==> src/rtl/cell_select_ctrl_pkg.sv <==
// Shared types, constants and helpers for the 3x3 cell selection controller.
package cell_select_ctrl_pkg;

  localparam int unsigned GRID        = 3;
  localparam int unsigned CELLS       = GRID * GRID;
  localparam int unsigned IDX_W       = 4;
  localparam int unsigned NUM_LINES   = 8;
  localparam int unsigned NUM_BTNS    = 6;
  localparam logic [IDX_W-1:0] CURSOR_HOME = IDX_W'(4);

  typedef enum logic [1:0] {
    ST_PLAY  = 2'd0,
    ST_DONE  = 2'd1,
    ST_CLEAR = 2'd2
  } state_e;

  typedef enum logic [2:0] {
    ACT_NONE  = 3'd0,
    ACT_CLR   = 3'd1,
    ACT_SEL   = 3'd2,
    ACT_UP    = 3'd3,
    ACT_DOWN  = 3'd4,
    ACT_LEFT  = 3'd5,
    ACT_RIGHT = 3'd6
  } action_e;

  // Rows, columns, then the two diagonals
  localparam logic [CELLS-1:0] WIN_LINES [NUM_LINES] = '{
    9'h007, 9'h038, 9'h1C0, 9'h049, 9'h092, 9'h124, 9'h111, 9'h054
  };

  function automatic logic [CELLS-1:0] onehot(input logic [IDX_W-1:0] idx);
    return CELLS'(1) << idx;
  endfunction

  function automatic logic has_line(input logic [CELLS-1:0] mask);
    logic hit;
    hit = 1'b0;
    for (int i = 0; i < int'(NUM_LINES); i++) begin
      if ((mask & WIN_LINES[i]) == WIN_LINES[i]) hit = 1'b1;
    end
    return hit;
  endfunction

  // Moves wrap within the current row or column
  function automatic logic [IDX_W-1:0] move_cursor(input logic [IDX_W-1:0] idx, input action_e act);
    logic [1:0] row;
    logic [1:0] col;
    row = 2'(idx / IDX_W'(GRID));
    col = 2'(idx % IDX_W'(GRID));
    case (act)
      ACT_UP:    row = (row == 2'd0) ? 2'd2 : row - 2'd1;
      ACT_DOWN:  row = (row == 2'd2) ? 2'd0 : row + 2'd1;
      ACT_LEFT:  col = (col == 2'd0) ? 2'd2 : col - 2'd1;
      ACT_RIGHT: col = (col == 2'd2) ? 2'd0 : col + 2'd1;
      default:   ;
    endcase
    return IDX_W'(row) * IDX_W'(GRID) + IDX_W'(col);
  endfunction

endpackage

==> src/rtl/cell_select_ctrl_btn_edge.sv <==
// Rising-edge detector for one debounced button level.
module cell_select_ctrl_btn_edge (
  input  logic clk,
  input  logic reset,
  input  logic btn_i,
  output logic rise_c
);

  logic btn_q;

  always_ff @(posedge clk) begin
    if (reset) btn_q <= 1'b0;
    else       btn_q <= btn_i;
  end

  assign rise_c = btn_i & ~btn_q;

endmodule

==> src/rtl/cell_select_ctrl.sv <==
// Cursor/mark controller for the 3x3 grid; cell and cursor masks are
// republished only on frame_start so the renderer never tears.
module cell_select_ctrl
  import cell_select_ctrl_pkg::*;
#(
  parameter int unsigned BLINK_FRAMES = 30
) (
  input  logic             clk,
  input  logic             reset,
  input  logic             btn_up,
  input  logic             btn_down,
  input  logic             btn_left,
  input  logic             btn_right,
  input  logic             btn_sel,
  input  logic             btn_clr,
  input  logic             frame_start,
  output logic [CELLS-1:0] cell_mask,
  output logic [CELLS-1:0] cursor_mask,
  output logic [IDX_W-1:0] cursor_idx,
  output logic             game_over,
  output logic             win
);

  localparam int unsigned CNT_W = 8;
  localparam logic [CNT_W-1:0] BLINK_LAST = CNT_W'(BLINK_FRAMES - 1);

  logic [NUM_BTNS-1:0] btn_lvl;
  logic [NUM_BTNS-1:0] ev_c;

  state_e           state_q,   state_d;
  logic [CELLS-1:0] pend_q,    pend_d;
  logic [CELLS-1:0] cell_q,    cell_d;
  logic [CELLS-1:0] curm_q,    curm_d;
  logic [IDX_W-1:0] cursor_q,  cursor_d;
  logic [CNT_W-1:0] blink_cnt_q, blink_cnt_d;
  logic             blink_on_q,  blink_on_d;
  logic             over_q,    over_d;
  logic             win_q,     win_d;

  action_e          act_c;
  logic [CELLS-1:0] sel_mask_c;

  // Bit order: clr, sel, up, down, left, right
  assign btn_lvl = {btn_clr, btn_sel, btn_up, btn_down, btn_left, btn_right};

  for (genvar g = 0; g < int'(NUM_BTNS); g++) begin : g_edge
    cell_select_ctrl_btn_edge u_edge (
      .clk    (clk),
      .reset  (reset),
      .btn_i  (btn_lvl[g]),
      .rise_c (ev_c[g])
    );
  end

  // One action per cycle; lower-priority events are dropped
  always_comb begin
    act_c = ACT_NONE;
    if      (ev_c[5]) act_c = ACT_CLR;
    else if (ev_c[4]) act_c = ACT_SEL;
    else if (ev_c[3]) act_c = ACT_UP;
    else if (ev_c[2]) act_c = ACT_DOWN;
    else if (ev_c[1]) act_c = ACT_LEFT;
    else if (ev_c[0]) act_c = ACT_RIGHT;
  end

  always_comb begin
    state_d     = state_q;
    pend_d      = pend_q;
    cell_d      = cell_q;
    curm_d      = curm_q;
    cursor_d    = cursor_q;
    blink_cnt_d = blink_cnt_q;
    blink_on_d  = blink_on_q;
    over_d      = over_q;
    win_d       = win_q;
    sel_mask_c  = pend_q | onehot(cursor_q);

    // Publish uses pre-update state so a same-cycle mark shows one frame later
    if (frame_start) begin
      cell_d = pend_q;
      curm_d = (state_q == ST_PLAY) ? (onehot(cursor_q) & {CELLS{blink_on_q}}) : '0;
      if (blink_cnt_q == BLINK_LAST) begin
        blink_cnt_d = '0;
        blink_on_d  = ~blink_on_q;
      end else begin
        blink_cnt_d = blink_cnt_q + CNT_W'(1);
      end
    end

    case (state_q)
      ST_PLAY, ST_DONE: begin
        if (act_c == ACT_CLR) begin
          state_d  = ST_CLEAR;
          pend_d   = '0;
          win_d    = 1'b0;
          over_d   = 1'b0;
          cursor_d = CURSOR_HOME;
        end else if (state_q == ST_PLAY) begin
          if (act_c == ACT_SEL) begin
            if (!pend_q[cursor_q]) begin
              pend_d = sel_mask_c;
              if (has_line(sel_mask_c)) begin
                state_d = ST_DONE;
                over_d  = 1'b1;
                win_d   = 1'b1;
              end else if (&sel_mask_c) begin
                state_d = ST_DONE;
                over_d  = 1'b1;
                win_d   = 1'b0;
              end
            end
          end else if (act_c != ACT_NONE) begin
            cursor_d = move_cursor(cursor_q, act_c);
          end
        end
      end
      ST_CLEAR: begin
        if (frame_start) state_d = ST_PLAY;
      end
      default: state_d = ST_PLAY;
    endcase
  end

  always_ff @(posedge clk) begin
    if (reset) begin
      state_q     <= ST_PLAY;
      pend_q      <= '0;
      cell_q      <= '0;
      curm_q      <= '0;
      cursor_q    <= CURSOR_HOME;
      blink_cnt_q <= '0;
      blink_on_q  <= 1'b1;
      over_q      <= 1'b0;
      win_q       <= 1'b0;
    end else begin
      state_q     <= state_d;
      pend_q      <= pend_d;
      cell_q      <= cell_d;
      curm_q      <= curm_d;
      cursor_q    <= cursor_d;
      blink_cnt_q <= blink_cnt_d;
      blink_on_q  <= blink_on_d;
      over_q      <= over_d;
      win_q       <= win_d;
    end
  end

  assign cell_mask   = cell_q;
  assign cursor_mask = curm_q;
  assign cursor_idx  = cursor_q;
  assign game_over   = over_q;
  assign win         = win_q;

endmodule

==> config.mk <==
export PLATFORM = sky130hd
export DESIGN_NAME = cell_select_ctrl
export DESIGN_NICKNAME = d
export VERILOG_FILES = /design/src/rtl/cell_select_ctrl_pkg.sv /design/src/rtl/cell_select_ctrl_btn_edge.sv /design/src/rtl/cell_select_ctrl.sv
export SDC_FILE = /design/constraint.sdc
export NUM_CORES = 1
export LEC_CHECK = 0
export CORE_ASPECT_RATIO = 0.8
export CORE_MARGIN = 8
export CORE_UTILIZATION = 45
export CTS_CLUSTER_SIZE = 25
export DETAILED_ROUTE_END_ITERATION = 7
export PLACE_DENSITY = 0.67
export SETUP_SLACK_MARGIN = 0.05
export SLEW_MARGIN = 0
export SYNTH_ARGS = -nofsm -noshare
export SYNTH_HDL_FRONTEND = slang
export SYNTH_SLANG_ARGS = --single-unit
==> constraint.sdc <==
create_clock -name clk -period 5.6 [get_ports clk]
set_input_delay 1.12 -clock clk [delete_from_list [all_inputs] [get_ports clk]]
set_output_delay 1.12 -clock clk [all_outputs]
set_load 0.02 [all_outputs]
* Word level (Yosys, flattened, before mapping) *
Cells that the tools add are included.

storage, ports and cells
  flip-flop bits (word level) = 50
  output and inout port bits = 24
  word-level logic and storage cells = 149
  input bits = 9

operators by class
  $add $sub $neg = 6
  muxes and demuxes = 67
  shift-type cells = 1
  bitwise operators = 15
  multiply operators = 1
  order comparisons = 1
  reduce and logical (&&, ||, !) cells = 15
  equality and inequality tests = 26
  divide/modulo/power cells = 2

operators with widths
  kind                   count
  $mux W9                5
  $mux W2                21
  $eq A3 B3 Y1 const B   11
  $mux W1                26
  $mux W3                6
  $mux W4                4
  $pmux W2 S2            3
  $reduce_and A5 Y1      2
  $and A9 B9 Y9          1
  $ne A3 B3 Y1 const B   3
  $or A9 B9 Y9           1
  $reduce_and A9 Y1      1
  $shl A1 B4 Y9 const A  1
  $add A8 B1 Y8 const B  1
  $eq A8 B5 Y1 const B   1
  $mux W8                1
  $reduce_and A4 Y1      2
  $not A1 Y1             7
  $and A1 B1 Y1          6
  $eq A2 B2 Y1 const B   3
  $eq A3 B2 Y1 const B   2
  $logic_not A2 Y1       3
  $ne A2 B2 Y1 const B   3
  $reduce_bool A2 Y1     3
  other kinds (14)       17

* Logic depth before layout (Yosys ltp) *
  word-level depth = 22
  gate-level depth with buffers = 21
  depth with buffers taken out = 20

* By module *
A second synthesis with hierarchy kept.

unflattened totals
  cell total of the unflattened synthesis = 318
  area total of the unflattened synthesis = 2847.7 um^2

by module, submodules not included
  module                     sequential area each (um^2)  instances  cells an instance  area an instance (um^2)
  cell_select_ctrl           880.8                        1          300                2562.5
  cell_select_ctrl_btn_edge  20.0                         6          3                  47.5

* Worst setup path after synthesis *
Ideal clock, no wire load.

  kind = reg2reg
  start point = reg cursor_q[2] (netlist: cursor_idx[2])
  end point = reg cursor_q[2] (netlist: cursor_idx[2])
  path buffers = 1
  setup time = 0.121 ns
  stages on the path, launching flop included = 22
  setup slack = 1.105 ns
  data arrival time = 4.375 ns
  path through = dfxtp_1 -> nand2b_1 -> inv_1 -> ha_1 -> inv_1 -> ha_1 -> and2_1 -> a21oi_1 -> inv_1 -> ha_1 -> a21o_1 -> buf_2 -> inv_1 -> mux2i_1 -> ha_1 -> or3_1 -> o221ai_1 -> fa_1 -> ha_1 -> fa_1 -> nor4_1 -> o21ai_1

on the way
  cells in the longest elaborated chain, start to end = 15
  elaborated cells between the ends (all ways) = 32
  those cells by class = add/sub (5); mul (1); div (2); eq/ne (2); mux (20); reduce/logical (2)

RTL lines
  item                                         line                                                    source
  start: declaration                           cell_select_ctrl.sv:34                                  logic [IDX_W-1:0] cursor_q, cursor_d;
  start signal: assignment                     cell_select_ctrl.sv:140                                 cursor_q <= cursor_d;
  $div A4 B2 Y4                                cell_select_ctrl_pkg.sv:49                              row = 2'(idx / IDX_W'(GRID));
  $add A2 B1 Y2, or another cell as far along  cell_select_ctrl_pkg.sv:53                              ACT_DOWN: row = (row == 2'd2) ? 2'd0 : row + 2'd1;
  $mux W2 (on tied branches)                   cell_select_ctrl_pkg.sv:53, cell_select_ctrl_pkg.sv:52
  $pmux W2 S2                                  cell_select_ctrl_pkg.sv:51                              case (act)
  $mux W2                                      cell_select_ctrl.sv:112                                 end else if (act_c != ACT_NONE) begin
  $mux W2                                      cell_select_ctrl.sv:99                                  if (act_c == ACT_SEL) begin
  $mux W2                                      cell_select_ctrl.sv:98                                  end else if (state_q == ST_PLAY) begin
  $mux W2                                      cell_select_ctrl.sv:92                                  if (act_c == ACT_CLR) begin
  $mux W2                                      cell_select_ctrl.sv:90                                  case (state_q)
  $mul A2 B2 Y4                                cell_select_ctrl_pkg.sv:58                              return IDX_W'(row) * IDX_W'(GRID) + IDX_W'(col);
  $add A4 B2 Y4 (*)                            cell_select_ctrl_pkg.sv:58
  $mux W4 (*)                                  cell_select_ctrl.sv:112
  $mux W4 (*)                                  cell_select_ctrl.sv:99
  $mux W4 (*)                                  cell_select_ctrl.sv:98
  $mux W4 (*)                                  cell_select_ctrl.sv:92

Mark *: on every way between the ends. The rest lies on a longest branch, timed or not. The select of a mux whose other input is x is not followed.
A chain may end at the register's enable or synchronous reset.

* Final worst setup path *
Ends and elaborated chain as after synthesis.

==> metrics.md <==
| Metric | Value |
|---|---|
| Total CTS buffers | `5` |
| Die extent in x | `102 um` |
| Cells after DPL | `404` |
| Post-synthesis sequential area ratio | `37.2%` |
| First-pass GRT wire length | `10200 um` |
| Status | `completed` |
| Pins over their slew limit | `0` |
| Iteration-0 DRC Markers | `195` |
| Setup ws final | `550 ps` |
| Antenna diode count | `0` |
| Dpl hpwl | `4450 um` |
| Clk_lat worst skew | `~300 ps` |
| Post-CTS sizing | `0` |
| CTS tree | `done` |
| GR met1 Demand/Resource | `21.3%` |
| Crit path cell chain | `nand2b_1 -> inv_1 -> ha_1 -> inv_1 -> ha_1 -> and2_1 -> a21oi_1 -> inv_1 -> ha_1 -> a21o_1 -> inv_1 -> mux2i_1 -> ha_1 -> or3_1 -> o221ai_1 -> fa_1 -> ha_1 -> fa_1 -> nor4_1 -> o21ai_1` |
| Post-Route WL | `6140 um` |
| # DRC | `0` |
| Cell Pwr Density | `392 nW/um^2` |
| Synthesis-to-finish area growth | `17.5%` |
| Syn Nets | `330` |
| Ys async rst share | `0%` |
| Most frequent CP cell | `ha_1` |
| Starting Density | `46.0%` |
| Post-DP Area | `3050 sq um` |
| Synth area leaders | `dfxtp_1 (37%), nor2_1 (6.1%), ha_1 (5.1%)` |
| GR met3 Demand/Resource | `3.76%` |
| Share of the synthesized area in the top cell type | `37.2%` |
| Setup Skew | `7.45 ps` |
| Post-CTS setup buffers | `0` |
| Layout cells sized above 1 | `5.45%` |
| Setup TNS | `0 ps` |
| CP required | `5780 ps` |
| Synth cell count leaders | `dfxtp_1 (50), nor2_1 (44), nand2_1 (16), nor2b_1 (15), a21oi_1 (14)` |
| Via density | `5.57` |
| Fin crit share | `90.2%` |
| Final setup violation count | `0` |
| Multi-input logic area | `1560 sq um` |
| Final Hold Vio Count | `0` |
| Number of max-cap violations | `0` |
| Met2 usage | `19.8%` |
| Fill cell count | `between 500 and 600` |
| Crit-path max FO | `16` |
| Hold Buf Count CTS | `0` |
| Post-synthesis cell area | `2690 sq um` |
| Synth Register Bits | `50` |
| Worst EP arrival | `~5200 ps` |
| Post-synth EDFFs | `0` |
| Vias | `~2300` |
| Fin cells | `411` |
| VDD IR max | `0.181 mV` |
| Dominant synthesized flop cell | `dfxtp_1` |
| Core area | `5850 sq um` |
| Routability congestion estimate | `0.894` |
| Port bufs | `32` |
| P_leak | `roughly 1.2 nW` |
| Area leader, netlist | `dfxtp_1` |
| Count leader, synth | `dfxtp_1` |
| CP max-delay cell | `dfxtp_1` |
| Post-Synthesis Cells | `308` |
| Die area | `8730 sq um` |
| # nets final | `around 350` |
| Fin crit period | `around 5000 ps` |
| Vias in the first global route | `2063` |
| Gr usage total | `between 10% and 20%` |
| Ys Warns | `0` |
| Worst-Margin Slew | `roughly 880 ps` |
| Congestion Overflow GR | `0` |
| # H-tree levels | `2` |
| Max stage delay on crit path | `690 ps` |
| Worst Hold Class | `reg -> reg` |
| WL per Instance | `14.9 um` |
| Critical Path Source Type | `register` |
| Top Ports | `33` |
| Final design instance area without fill | `3160 sq um` |
| RSZ-0062 raised after global routing | `no` |
| Distinct cells, synth | `54` |
| CTS Sinks | `50` |
| Clock transition at path regs | `roughly 90 ps` |
| Clock Path Buffers | `2` |
| Syn Area/Cell | `8.74 sq um` |
| Largest net degree at the start of global routing | `26` |
| Busiest grt layer | `met1` |
| Number of iterations in the first detailed-routing pass | `5` |
| Initial antenna violation count | `0` |
| # rows | `25` |
| Slew headroom | `about 41%` |
| CP endpoint kind | `register` |
| Crit path kind | `reg -> reg` |
| Sequential Area | `1000 sq um` |
| Die Span Y | `85.2 um` |
| Root buffer cell | `clkbuf_8` |
| Highest clock rate | `0.198 GHz` |
| DP Worst Slack | `between 600 and 700 ps` |
| Routed Antenna Nets | `0` |
worst max-delay path: cells and delay by family, from the launching register on:
family,cells,cell delay (ps)
buffers and inverters,4,420
muxes,1,270
AOI/OAI and AO/OA,4,630
DFF,1,690
adders and majority gates,7,1900
and+or+nand+nor,4,1000
layout by cell type (no fill, tap or decap), drive strengths merged, types with 3 or more instances in the layout:
cell and count:
nor4 4, ha 11, nand3 8, nor2b 15, nor3 6, mux4 3, clkbuf 6, nand2b 6
a21oi 14, xnor2 3, nand4 6, and2 4, clkdlybuf4s50 32, mux2i 13, buf 3, and3 3
a31oi 3, inv 11, dfxtp 50, a22oi 12, nand2 16, xor2 6, nor2 44, o21ai 11
cells by family (layout without fill, tap and decap cells):
logic type               after synthesis  count (layout)  synth area share (%)
buffers and inverters                 32              54                  4.83
multiplexers                          18              18                  8.18
adder cells (fa/ha/maj)               13              13                  6.60
XOR/XNOR                               9               9                  2.93
flip-flops                            50              50                  37.2
AO/OA/AOI/OAI                         59              59                  15.4
AND/OR/NAND/NOR                      127             127                  24.9
state kept, by name (all words and copies together) (netlist names):
register and flops:
cell_mask 9, cursor_mask 9, pend_q 9, blink_cnt_q 8, g_edge.u_edge.btn_q 6, cursor_idx 4
state_q 2, blink_on_q 1, game_over 1, win 1
per-layer routing:
| metal | wire length, um | up-vias | part of all wire [%] |
|---|---|---|---|
| met2 | 2440 | 73 | 40 |
| li1 | - | 1138 | - |
| met4 | 46 | 0 | 0.75 |
| met1 | 3240 | 1073 | 53 |
| met3 | 412 | 6 | 6.7 |
| met5 | 0 | - | 0 |
area by class of cell:
type | count | share of cell area, %
Tap cell | 81 | 3.20
Timing Repair Buffer | 35 | 10.8
Sequential cell | 50 | 31.6
Clock buffer | 6 | 2.61
Clock inverter | 1 | 0.949
Multi-Input combinational cell | 226 | 49.3
Inverter | 12 | 1.42
stage by stage:
stage | power, mW | hold WS (ps) | utilization [%]
finish | 1.24 | 463 | 54.1
global route | 1.34 | 508 | 54.1
CTS | 1.25 | 464 | 54.1
detailed placement | 0.983 | 446 | 52.2
global placement | 0.981 | 445 | 52.2
floorplan | 0.834 | 472 | -
path summary, 6_finish.rpt:
path	start	to	slack, ps	cells past startpoint
setup / recovery	cursor_idx[2]	cursor_idx[2]	550	20
hold / removal	game_over	game_over	460	2
setup reg to reg	cursor_idx[2]	cursor_idx[2]	550	20
hold reg to reg	game_over	game_over	460	2
report_power, final:
group          internal, mW  switching, mW
Sequential            0.380         0.0385
Combinational         0.241          0.322
Clock                 0.143          0.116
Total                 0.764          0.476
(Power assumes the default switching activity.)
